$ cat src/rtl/count_seg7_driver.sv
// count_seg7_driver: captures 4-bit counts over valid/ready and shows them
// as two multiplexed decimal digits with a timed "value changed" dp.
module count_seg7_driver #(
    parameter int REFRESH_DIV = 50000,
    parameter int HOLD_FRAMES = 8,
    parameter bit ACTIVE_LOW  = 1'b1
) (
    input  logic       clk,
    input  logic       rst,
    input  logic [3:0] cnt,
    input  logic       cnt_vld,
    output logic       cnt_rdy,
    output logic [3:0] cur,
    output logic [6:0] seg,
    output logic       dp,
    output logic [1:0] an
);

    localparam int PW = (REFRESH_DIV > 1) ? $clog2(REFRESH_DIV) : 1;
    localparam int HW = (HOLD_FRAMES > 0) ? $clog2(HOLD_FRAMES + 1) : 1;
    localparam logic [PW-1:0] PS_LAST   = PW'(REFRESH_DIV - 1);
    localparam logic [HW-1:0] HOLD_INIT = HW'(HOLD_FRAMES);

    typedef enum logic {
        IDLE,
        CONV
    } state_t;

    state_t        state;
    logic [3:0]    ones;
    logic          tens;
    logic          sel;
    logic [PW-1:0] prescaler;
    logic [HW-1:0] hold;

    logic          accept;
    logic          frame_end;
    logic [3:0]    digit;
    logic [6:0]    seg_raw;
    logic [1:0]    an_raw;
    logic          dp_raw;

    // cnt_rdy is only ever high in IDLE, so this is the full handshake
    assign accept    = cnt_vld && cnt_rdy;
    assign frame_end = sel && (prescaler == PS_LAST);

    // Capture FSM: accept into cur, then split into decimal digits
    always_ff @(posedge clk) begin
        if (rst) begin
            state   <= IDLE;
            cur     <= 4'd0;
            ones    <= 4'd0;
            tens    <= 1'b0;
            cnt_rdy <= 1'b0;
        end else begin
            unique case (state)
                IDLE: begin
                    if (accept) begin
                        cur     <= cnt;
                        state   <= CONV;
                        cnt_rdy <= 1'b0;
                    end else begin
                        cnt_rdy <= 1'b1;
                    end
                end
                CONV: begin
                    tens    <= (cur >= 4'd10);
                    ones    <= (cur >= 4'd10) ? cur - 4'd10 : cur;
                    state   <= IDLE;
                    cnt_rdy <= 1'b1;
                end
                default: begin
                    state   <= IDLE;
                    cnt_rdy <= 1'b0;
                end
            endcase
        end
    end

    // Free-running digit scan: sel flips every REFRESH_DIV cycles
    always_ff @(posedge clk) begin
        if (rst) begin
            prescaler <= '0;
            sel       <= 1'b0;
        end else if (prescaler == PS_LAST) begin
            prescaler <= '0;
            sel       <= ~sel;
        end else begin
            prescaler <= prescaler + PW'(1);
        end
    end

    // Change-dp frame counter; a reload beats a same-edge decrement
    always_ff @(posedge clk) begin
        if (rst) begin
            hold <= '0;
        end else if (accept && (cnt != cur)) begin
            hold <= HOLD_INIT;
        end else if (frame_end && (hold != '0)) begin
            hold <= hold - HW'(1);
        end
    end

    // Digit select and seven-segment encoding for the current slot
    always_comb begin
        digit   = sel ? {3'b000, tens} : ones;
        an_raw  = sel ? {tens, 1'b0} : 2'b01;
        dp_raw  = !sel && (hold != '0);
        seg_raw = 7'h00;
        case (digit)
            4'd0:    seg_raw = 7'h3F;
            4'd1:    seg_raw = 7'h06;
            4'd2:    seg_raw = 7'h5B;
            4'd3:    seg_raw = 7'h4F;
            4'd4:    seg_raw = 7'h66;
            4'd5:    seg_raw = 7'h6D;
            4'd6:    seg_raw = 7'h7D;
            4'd7:    seg_raw = 7'h07;
            4'd8:    seg_raw = 7'h7F;
            4'd9:    seg_raw = 7'h6F;
            default: seg_raw = 7'h00;
        endcase
    end

    // Registered pins with optional active-low polarity
    always_ff @(posedge clk) begin
        if (rst) begin
            seg <= {7{ACTIVE_LOW}};
            dp  <= ACTIVE_LOW;
            an  <= {2{ACTIVE_LOW}};
        end else begin
            seg <= seg_raw ^ {7{ACTIVE_LOW}};
            dp  <= dp_raw ^ ACTIVE_LOW;
            an  <= an_raw ^ {2{ACTIVE_LOW}};
        end
    end

endmodule

$ cat config.mk
export PLATFORM = sky130hd
export DESIGN_NAME = count_seg7_driver
export DESIGN_NICKNAME = d
export VERILOG_FILES = /design/src/rtl/count_seg7_driver.sv
export SDC_FILE = /design/constraint.sdc
export NUM_CORES = 1
export LEC_CHECK = 0
export CAP_MARGIN = 20
export CORE_AREA = 5 5 65 67
export DETAILED_ROUTE_END_ITERATION = 6
export DIE_AREA = 0 0 70 72
export PLACE_DENSITY_LB_ADDON = 0.3
export REMOVE_ABC_BUFFERS = 1
export SLEW_MARGIN = 20
export SYNTH_ARGS = -nofsm -noshare
export SYNTH_HDL_FRONTEND = slang
export SYNTH_SLANG_ARGS = --single-unit
$ cat constraint.sdc
create_clock -name clk -period 6 [get_ports clk]
set_clock_uncertainty 0.15 [all_clocks]
set_input_delay 0.6 -clock clk [delete_from_list [all_inputs] [get_ports clk]]
set_output_delay 0.6 -clock clk [all_outputs]
set_load 0.005 [all_outputs]
==> results.md <==
- Run status: finished clean
- Yosys top cell by area: dfxtp_1
- Diode count: 0
- Clock Latency Late Sink: approximately 0.35 ns
- WL/cell: ~12 um
- Die height: roughly 72 um
- Fin area: between 2000 and 2500 um^2
- Power consumption: 0.477 mW
- Max IR drop VDD: 0.140 mV
- Final GP Congestion: 0.782
- CP Launch Type: register
- Final Hold Viols: 0
- Post-CTS Resized: 0
- Required @ worst endpoint: about 6 ns
- Commonest cells after routing, fill and taps aside: 42 x dfxtp_1, 27 x nor2_1, 21 x clkdlybuf4s50_1
- Final setup margin: between 3 and 4 ns
- Largest net degree at the start of global routing: 15
- Synth Area per Inst: 9.05 um^2
- GRT Util Overall: 14.1%
- H-tree depth: 2
- Setup bufs post-CTS: 0
- Detail Route Antenna Nets: 0
- Synth top area share: 45.1%
- CTS sink cnt: 42
- Pre-CTS setup slack: around 3.6 ns
- Sequential cell area fraction in the yosys report: a little under half
- Vias in the first global route: 1,315
- CP max FO: 5
- Hold Crit Class: register to register
- First-pass DRT Iterations: 4
- Setup TNS: 0 ns
- DP Wirelength: around 2400 um
- Cell row count: 22
- TritonCTS buffer count: 5
- CTS Buffer Depth: 2
- Max-cap violations: 0
- Port Buffers: 21
- Num ports: 22
- DRC violations left: 0
- Worst Path Arrival: ~2.5 ns
- Total global routing overflow: 0
- Final cycle utilization of the critical path: between 30% and 40%
- Yosys reg bits: 42
- Worst Tran Pin Value: around 0.9 ns
- GRT Max-Usage Layer: met2
- CP Class: register to register
- Hold WS: between 0.3 and 0.4 ns
- Met1 Resource Use GR: roughly 18%
- Hold Buf Count CTS: 0
- Non-Filler Instances: approximately 280
- Area after DPL: ~2100 um^2
- Leak: 0.775 nW
- Post-synth EDFFs: 0
- Share of post-route cells with drive strength above 1: under 10%
- Layout net count: around 240
- Post-synthesis async set-or-reset flop share: 0%
- Fillers: approximately 330
- Reg clk slew, reported paths: ~0.11 ns
- Unique masters post-synth: 44
- Die area: approximately 5000 um^2
- Met3 usage: about 4.8%
- Cell breakdown of the critical path: or4_1 > nor4_1 > a21oi_1 > a311oi_1
- Antenna violations before repair: 0
- 1st-iter DRT viols: 91
- Highest Clock Rate: roughly 430 MHz
- CTS tree: built
- Met2 Use GR: 21.7%
- Crit path capture type: register
- Post-Syn Area: approximately 1900 um^2
- Routed vias/inst: 5.31
- Synth Instances: approximately 200
- Area growth syn-to-layout: 16.4%
- RSZ-0062 raised after global routing: no
- Drt total wl: about 3400 um
- Util after Layout: roughly three fifths
- Core Footprint: between 3000 and 4000 um^2
- DIE WIDTH: around 70 um
- Power Dens Cells: ~220 nW/um^2
- Rel. slew slack: roughly 41%
- Starting density of the core: 52.1%
- Crit-path max cell delay: just under 0.8 ns
- Final Critical Period: roughly 2.3 ns
- Total of warnings raised by yosys: 0
- Top cells by area, synth: dfxtp_1 45%, xnor2_1 5.6%, nor2_1 5.4%, ha_1 5.4%, a21oi_1 3.5%
- Max Slew Vio Count: 0
- Slowest cell on crit path: nor4_1
- Clk root buf: clkbuf_4
- Commonest non-fill, non-tap cell in the layout: dfxtp_1
- Cells after DPL: 269
- Final setup viols: 0
- First-pass GRT wire length: slightly below 6000 um
- Most used DFF post-synth: dfxtp_1
- Vias post-DR: roughly 1,500
kinds of logic after synthesis:
kind of cell / Yosys count / synth area share, %
simple gates: 77 / 21.7
fa+ha+maj: 8 / 5.37
compound gates: 39 / 13.8
mux: 4 / 2.21
flops: 42 / 45.1
xor+xnor: 17 / 7.99
buf+inv: 19 / 3.89
metal layers:
layer | vias to the layer above | share of wire, %
li1 | 772 | -
met1 | 653 | 50
met2 | 42 | 43
met3 | 4 | 6.1
met4 | 0 | 0.83
met5 | - | 0
layout make-up:
class / instances / area [um^2] / area share [%]
Timing Repair Buffer: 21 / 210 / 9.68
Multi-Input combinational cell: 145 / 951 / 43.8
Inverter: 13 / 48.8 / 2.25
Tap cell: 48 / 60.1 / 2.77
Clock buffer: 7 / 55.1 / 2.54
Sequential cell: 42 / 841 / 38.7
Clock inverter: 1 / 5.00 / 0.231
synthesized netlist by cell type, types with 3 or more instances:
library cell and n:
inv_1 13, dfxtp_1 42, o21ai_0 7, nor2_1 27, nor3_1 3, mux2i_1 3, a21oi_1 13, clkbuf_1 4
a22o_1 4, xnor2_1 12, ha_1 8, nand2_1 11, o31a_1 3, nand3_1 10, xor2_1 5
final timing paths:
path	slack, ns	end	cells past startpoint	start
setup / recovery	3.65	hold[1]	4	prescaler[11]
hold / removal	0.31	an[1]	1	tens
setup reg to reg	3.65	hold[1]	4	prescaler[11]
hold reg to reg	0.31	an[1]	1	tens
flip-flops by register name, summed over array words and instances, names as in the netlist, 2 cells and up:
| signal | cells |
|---|---|
| an | 2 |
| cur | 4 |
| hold | 4 |
| ones | 4 |
| prescaler | 16 |
| seg | 7 |
critical path: cells and delay by family (launching register included):
family / cells / cell delay (ns)
DFF: 1 / 0.38
AOI/OAI and AO/OA: 2 / 0.40
and+or+nand+nor: 2 / 1.34
report_power, final:
group          leakage, nW  switching, mW  internal, mW
clock               0.0353         0.0858        0.0568
sequential           0.343        0.00700         0.287
combinational        0.397         0.0170        0.0235
(Power assumes the default switching activity.)
